**src/rtl/pp_loader_pkg.sv**
```systemverilog
// Shared geometry helpers for the partial-product column loader and its compressor bench.
// Column i of an NxN multiplier array has height min(i+1, 2N-1-i); columns pack LSB-first.
package pp_loader_pkg;

  localparam int N_DEFAULT = 9;

  function automatic int col_height(input int n, input int i);
    return ((i + 1) < (2 * n - 1 - i)) ? (i + 1) : (2 * n - 1 - i);
  endfunction

  function automatic int col_offset(input int n, input int i);
    int sum;
    sum = 0;
    for (int j = 0; j < i; j++) sum += col_height(n, j);
    return sum;
  endfunction

  localparam int C = 2 * N_DEFAULT - 1;
  localparam int T = N_DEFAULT * N_DEFAULT;

  typedef enum logic {
    ST_FILL = 1'b0,
    ST_FULL = 1'b1
  } load_state_t;

endpackage

```
**src/rtl/pp_column_shifter.sv**
```systemverilog
// One serial-in column register of configurable depth; new bit enters the LSB.
// Optional PP_LOADER_PARITY_EN adds a running XOR of the held bits.
module pp_column_shifter #(
  parameter int DEPTH = 1
) (
  input  logic             clk,
  input  logic             rst_n,
  input  logic             clear,
  input  logic             en,
  input  logic             din,
  output logic [DEPTH-1:0] bits
`ifdef PP_LOADER_PARITY_EN
  ,
  output logic             parity
`endif
);

  generate
    if (DEPTH == 1) begin : g_single
      always_ff @(posedge clk or negedge rst_n) begin
        if (!rst_n)     bits <= '0;
        else if (clear) bits <= '0;
        else if (en)    bits <= din;
      end
    end else begin : g_multi
      always_ff @(posedge clk or negedge rst_n) begin
        if (!rst_n)     bits <= '0;
        else if (clear) bits <= '0;
        else if (en)    bits <= {bits[DEPTH-2:0], din};
      end
    end
  endgenerate

`ifdef PP_LOADER_PARITY_EN
  // Incoming bit joins the XOR, discarded MSB leaves it.
  always_ff @(posedge clk or negedge rst_n) begin
    if (!rst_n)     parity <= 1'b0;
    else if (clear) parity <= 1'b0;
    else if (en)    parity <= parity ^ din ^ bits[DEPTH-1];
  end
`endif

endmodule

```
**src/rtl/pp_column_loader.sv**
```systemverilog
// Serial loader for the triangular partial-product column array of an NxN multiplier,
// with valid/ready handshake, batch/sliding output modes and optional PP_LOADER_PARITY_EN.
module pp_column_loader
  import pp_loader_pkg::*;
#(
  parameter int N      = 9,
  parameter bit STREAM = 1'b0
) (
  input  logic                   clk,
  input  logic                   rst_n,
  input  logic                   clear,
  input  logic                   in_valid,
  output logic                   in_ready,
  input  logic [2*N-2:0]         src_in,
  output logic                   out_valid,
  input  logic                   out_ready,
  output logic [N*N-1:0]         col_bits,
  output logic [$clog2(N+1)-1:0] fill_cnt
`ifdef PP_LOADER_PARITY_EN
  ,
  output logic [2*N-2:0]         col_parity
`endif
);

  localparam int COLS = 2 * N - 1;
  localparam int CW   = $clog2(N + 1);
  localparam logic [CW-1:0] N_LAST = CW'(N - 1);

  load_state_t state_reg;
  logic        shift_en;

  // In sliding mode a shift is only legal when the current window is being consumed.
  assign in_ready = (state_reg == ST_FILL) || (STREAM && out_ready);
  assign shift_en = in_valid && in_ready && !clear;

  always_ff @(posedge clk or negedge rst_n) begin
    if (!rst_n) begin
      state_reg <= ST_FILL;
      fill_cnt  <= '0;
      out_valid <= 1'b0;
    end else if (clear) begin
      state_reg <= ST_FILL;
      fill_cnt  <= '0;
      out_valid <= 1'b0;
    end else begin
      case (state_reg)
        ST_FILL: begin
          if (shift_en) begin
            fill_cnt <= fill_cnt + CW'(1);
            if (fill_cnt == N_LAST) begin
              state_reg <= ST_FULL;
              out_valid <= 1'b1;
            end
          end
        end
        ST_FULL: begin
          if (out_ready && !(STREAM && in_valid)) begin
            state_reg <= ST_FILL;
            out_valid <= 1'b0;
            fill_cnt  <= STREAM ? N_LAST : '0;
          end
        end
        default: begin
          state_reg <= ST_FILL;
          out_valid <= 1'b0;
        end
      endcase
    end
  end

  genvar gi;
  generate
    for (gi = 0; gi < COLS; gi++) begin : g_col
      localparam int H   = col_height(N, gi);
      localparam int OFF = col_offset(N, gi);
      logic [H-1:0] col_q;

      pp_column_shifter #(.DEPTH(H)) u_col (
        .clk    (clk),
        .rst_n  (rst_n),
        .clear  (clear),
        .en     (shift_en),
        .din    (src_in[gi]),
        .bits   (col_q)
`ifdef PP_LOADER_PARITY_EN
        ,
        .parity (col_parity[gi])
`endif
      );

      assign col_bits[OFF +: H] = col_q;
    end
  endgenerate

endmodule

```
**config.mk**
```make
export PLATFORM = sky130hd
export DESIGN_NAME = pp_column_loader
export DESIGN_NICKNAME = d
export VERILOG_FILES = /design/src/rtl/pp_loader_pkg.sv /design/src/rtl/pp_column_shifter.sv /design/src/rtl/pp_column_loader.sv
export SDC_FILE = /design/constraint.sdc
export NUM_CORES = 1
export LEC_CHECK = 0
export ABC_CLOCK_PERIOD_IN_PS = 2100
export BUFFER_PORTS_ARGS = -buffer_cell sky130_fd_sc_hd__buf_4
export CAP_MARGIN = 0
export CORE_MARGIN = 5
export CORE_UTILIZATION = 55
export CTS_CLUSTER_DIAMETER = 80
export DETAILED_ROUTE_END_ITERATION = 8
export GPL_ROUTABILITY_DRIVEN = 0
export GPL_TIMING_DRIVEN = 0
export PLACE_DENSITY = 0.84
export SYNTH_ARGS = -nofsm -noshare
export SYNTH_HDL_FRONTEND = slang
export SYNTH_SLANG_ARGS = --single-unit
```
**constraint.sdc**
```tcl
create_clock -name clk -period 2.1 [get_ports clk]
set_clock_uncertainty 0.05 [all_clocks]
set_input_delay 0.525 -clock clk [delete_from_list [all_inputs] [get_ports clk]]
set_output_delay 0.525 -clock clk [all_outputs]
set_load 0.03 [all_outputs]
```
Word-level counts from Yosys, hierarchy flattened:

Index checks and enable logic that the tools add are counted.

* register bits after elaboration: 87
* input port bits: 22
* output and inout bits: 87
* logic and storage cells: 80

* $add $sub $neg: 1
* eq/ne operators: 4
* mux-type cells: 48
* bitwise logic cells: 1
* reduce and logical (&&, ||, !) cells: 6

Operator list (number)
* 2-to-1 mux 8 bit: 4
* 2-to-1 mux 4 bit: 7
* 2-to-1 mux 7 bit: 4
* 2-to-1 mux 6 bit: 4
* 2-to-1 mux 5 bit: 4
* 2-to-1 mux 9 bit: 2
* 2-to-1 mux 1 bit: 12
* 2-to-1 mux 3 bit: 4
* 2-to-1 mux 2 bit: 4
* case mux 4 bit (2 select lines): 1
* inequality test 3 x 2 -> 1 bit (second input constant): 2
* adder 4 x 1 -> 4 bit (second input constant): 1
* == test 4 bit (second input constant): 1
* case mux 1 bit (2 select lines): 2
* inequality test 3 bit (second input constant): 1
* AND reduction 3 bit: 1
* logical AND 1 bit: 2
* AND reduction 2 bit: 1
* nonzero test 2 bit: 1
* logical NOT 1 bit: 1
* inverter 1 bit: 1

Logic depth before layout (Yosys ltp):

* word-level depth: 6
* gate-level depth with buffers: 5
* depth with buffers taken out: 4

By module:

From an unflattened synthesis, not the netlist that was laid out.

* cells, all modules: 292
* area total of the unflattened synthesis: 3611.0 um2

Modules (own cells, without submodules)
* pp_column_shifter at g_col[7].u_col ...: times used 2, cells an instance 26, area each 325.3 um2, sequential area each 200.2 um2
* pp_column_shifter at g_col[10].u_col ...: times used 2, cells an instance 22, area each 282.8 um2, sequential area each 175.2 um2
* pp_column_shifter at g_col[11].u_col ...: times used 2, cells an instance 19, area each 244.0 um2, sequential area each 150.1 um2
* pp_column_shifter at g_col[12].u_col ...: times used 2, cells an instance 16, area each 205.2 um2, sequential area each 125.1 um2
* pp_column_shifter at g_col[8].u_col: times used 1, cells an instance 29, area each 364.1 um2, sequential area each 225.2 um2
* pp_column_loader: times used 1, cells an instance 35, area each 346.6 um2, sequential area each 150.1 um2
* pp_column_shifter at g_col[13].u_col ...: times used 2, cells an instance 13, area each 160.2 um2, sequential area each 100.1 um2
* pp_column_shifter at g_col[14].u_col ...: times used 2, cells an instance 9, area each 116.4 um2, sequential area each 75.1 um2
* pp_column_shifter at g_col[15].u_col ...: times used 2, cells an instance 6, area each 77.6 um2, sequential area each 50.0 um2
* pp_column_shifter at g_col[0].u_col ...: times used 2, cells an instance 3, area each 38.8 um2, sequential area each 25.0 um2

Worst setup path before layout:

No wires, ideal clock.

* path type: register -> register
* start: register fill_cnt[0]
* end: register fill_cnt[1]
* setup time: 134 ps
* data arrival time: 1120 ps
* data required time: 1916 ps
* slack: 796 ps
* stages on the path, launching flop included: 5
* path buffers: 0
* period minus slack after synthesis: 1304 ps
* cell sequence: dfrtp_1 > inv_1 > ha_1 > a22oi_1 > nor2_1

* cells in the longest elaborated chain, start to end: 4

RTL lines
* start, declared: RTL line pp_column_loader.sv:18 `output logic [$clog2(N+1)-1:0] fill_cnt`
* start signal, assigned: RTL line pp_column_loader.sv:49 `fill_cnt <= fill_cnt + CW'(1);`
* start signal, assigned: RTL line pp_column_loader.sv:60 `fill_cnt <= STREAM ? N_LAST : '0;`
* adder 4 x 1 -> 4 bit: RTL line pp_column_loader.sv:49
* 2-to-1 mux 4 bit: RTL line pp_column_loader.sv:48 `if (shift_en) begin`
* case mux 4 bit (2 select lines): RTL line pp_column_loader.sv:46 `case (state_reg)`
* 2-to-1 mux 4 bit: RTL line pp_column_loader.sv:41 `end else if (clear) begin`

Every way passes these cells. The select of a mux whose other input is x is not followed.
A chain may end at the register's enable or synchronous reset.

Worst setup path after layout:

* start: register state_reg
* end: output port in_ready

* cells in the longest elaborated chain, start to end: 1

RTL lines
* start, declared: RTL line pp_column_loader.sv:29 `load_state_t state_reg;`
* start signal, assigned: RTL line pp_column_loader.sv:38 `state_reg <= ST_FILL;`
* start signal, assigned: RTL line pp_column_loader.sv:42 `state_reg <= ST_FILL;`
* start signal, assigned: RTL line pp_column_loader.sv:51 `state_reg <= ST_FULL;`
* inverter 1 bit
* end, declared: RTL line pp_column_loader.sv:13 `output logic in_ready,`

Every way passes these cells.

==> flow_metrics.tcl <==
set metrics [dict create \
    outcome "completed" \
    cts.sinks 87 \
    routedWlPerCell_um 15.3 \
    overflow 0 \
    routed_wl_um 9020 \
    layout.nets 528 \
    n_fill_cell 514 \
    cts_tree "done" \
    grt_pass1_wl_um 14900 \
    ys_ff_latch 87 \
    io_pins 109 \
    period_needed_ns 1.63 \
    finalSetupTns_ns 0 \
    io_buffers 108 \
    setup_violations 0 \
    rsz0062_at_grt "no" \
    slew_headroom_pct 28.3 \
    worst_ep_arrival_time_ns 1.05 \
    ir_drop_v 0.000385 \
    hold_class "input port to asynchronous set/reset pin" \
    synth_cells 385 \
    ctsResizeCount 0 \
    final_common_cell "nand2_1" \
    vias_per_cell 5.22 \
    dr_total_vias 3077 \
    cts_setup_buffers 0 \
    pre_cts_ws_ns 0.455 \
    die_x_um 92.3 \
    endpoint_kind "output pin" \
    synthesis.nets 409 \
    syn_area_per_cell_um2 9.67 \
    maxCapViolCount 0 \
    cp_max_fo 7 \
    synth-seq-area-share_pct 58.5 \
    clk_latency_ns 0.35 \
    cts_buffer_depth 2 \
    layout_common_cells "152 x nand2_1, 110 x buf_4, 87 x dfrtp_1" \
    dieHeight_um 92.3 \
    maxSlewViolCount 0 \
    initial_core_util_pct 55.7 \
    tightest_slew_ns 1.08 \
    first_pass_iters 5 \
    dieArea_um2 8510 \
    ctsHoldBuffers 0 \
    synthFlopType "dfrtp_1" \
    syn_area_um2 3720 \
    core_area_um2 6680 \
    fmax_mhz 614 \
    synth_cell_types 27 \
    fin_crit_sh_pct 77.6 \
    dr.first_iter.drc_count 132 \
    antenna_found_initial 0 \
    cts.clk_slew.worst_paths_ns 0.08 \
    crit_type "flop to output pin" \
    area_growth_pct 31.5 \
    htreeDepth 3 \
    drtAntennaViolNets 0 \
    cts_inserted_buffers 9 \
    root_buffer "clkbuf_8" \
    synthArstFlopShare_pct 100 \
    n_antenna_cell 0 \
    hpwl_um 6340 \
    hold_viol_final 0 \
    synth_top_area_cell "dfrtp_1" \
    yosysWarningCount 0 \
    grt_pass1_vias 3026 \
    p_per_area_nw_per_um2 739 \
    largest_register_ffs 81 \
    fin_ws_ns 0.471 \
    critPathLaunchType "flop" \
    synth_edf_count 0 \
    synthTopCellsByArea "dfrtp_1 58%, nand2_1 15%, a21oi_1 7.9%" \
    drc 0 \
    grt_max_degree 88 \
    required_ns 1.52 \
    drive_gt1_share_pct 35.8 \
    synth.top_cell.area_share_pct 58.5 \
    grt_use_total_pct 21.9 \
    top_regs "g_col.u_col.bits x81, fill_cnt x4" \
    rows 30 \
    max_flop_register "g_col.u_col.bits" \
    power.leakage_nw 2.31 \
]
-- cells in the mapped netlist (2+ instances only) --
master	number
nor2_1	4
clkbuf_1	5
a21oi_2	25
nand2_1	152
ha_1	2
dfrtp_1	87
a21oi_1	59
buf_2	6
buf_6	14
inv_1	4
buf_4	2
nand2_2	10
-- cell type report --
| class | count | area (um2) | share of cell area (%) |
|---|---|---|---|
| clock buffers | 10 | 128 | 2.61 |
| multi-input cells | 265 | 1290 | 26.4 |
| inverters | 4 | 15.0 | 0.307 |
| clock inverters | 6 | 133 | 2.71 |
| well taps | 80 | 100 | 2.05 |
| flip-flops and latches | 87 | 2180 | 44.5 |
| plain buffers | 29 | 240 | 4.91 |
| repair buffers | 108 | 811 | 16.6 |
-- power breakdown --
part,internal [mW],total (mW),switching [mW],leakage (nW)
clock network,0.909,1.49,0.583,0.126
registers,1.71,1.74,0.0319,1.20
logic,0.136,0.383,0.247,0.980
-- stage by stage --
step / utilization [%] / hold WS [ns] / power, mW / cell area (um2) / std cells
2_1_floorplan: - / 0.179 / 1.99 / 3720 / 385
3_3_place_gp: 69.3 / 0.456 / 2.15 / 4630 / 573
3_5_place_dp: 69.3 / 0.460 / 2.16 / 4630 / 573
4_1_cts: 73.2 / 0.350 / 3.64 / 4890 / 589
5_1_grt: 73.2 / 0.355 / 3.75 / 4890 / 589
6_report: 73.2 / 0.309 / 3.62 / 4890 / 589
-- worst paths after layout --
path                           start                endpoint  slack, ns  cells past startpoint
setup / recovery           state_reg                in_ready       0.47                      2
min in group clk           src_in[0]     g_col[0].u_col.bits       0.36                      3
hold / removal                 rst_n             fill_cnt[2]       0.31                      1
max in group asynchronous      rst_n  g_col[9].u_col.bits[0]       1.01                      1
setup reg to reg           state_reg  g_col[6].u_col.bits[0]       0.64                      5
hold reg to reg            out_valid               out_valid       0.47                      2
-- worst max-delay path, stage by stage, from the launching register on --
cell and delay, ns:
dfrtp_1 0.48, inv_1 0.06, buf_4 0.17
-- per-layer routing --
layer	up-vias	global-route usage (%)	wire length, um
met4	0	8.66	179
met2	92	35.8	4610
met1	1492	28.3	3720
met3	18	5.25	512
li1	1475	-	-
met5	-	0	0
-- cells by family (layout without fill, tap and decap cells) --
logic type               Yosys count  after routing  share of synthesized area, %
buffers and inverters             33            157                          6.86
adder cells (fa/ha/maj)            2              2                         0.672
flip-flops                        87             87                          58.5
XOR/XNOR                           1              1                         0.235
multiplexers                       1              1                         0.269
AO/OA/AOI/OAI                     88             88                          14.6
AND/OR/NAND/NOR                  173            173                          18.9
(Power assumes the default switching activity.)
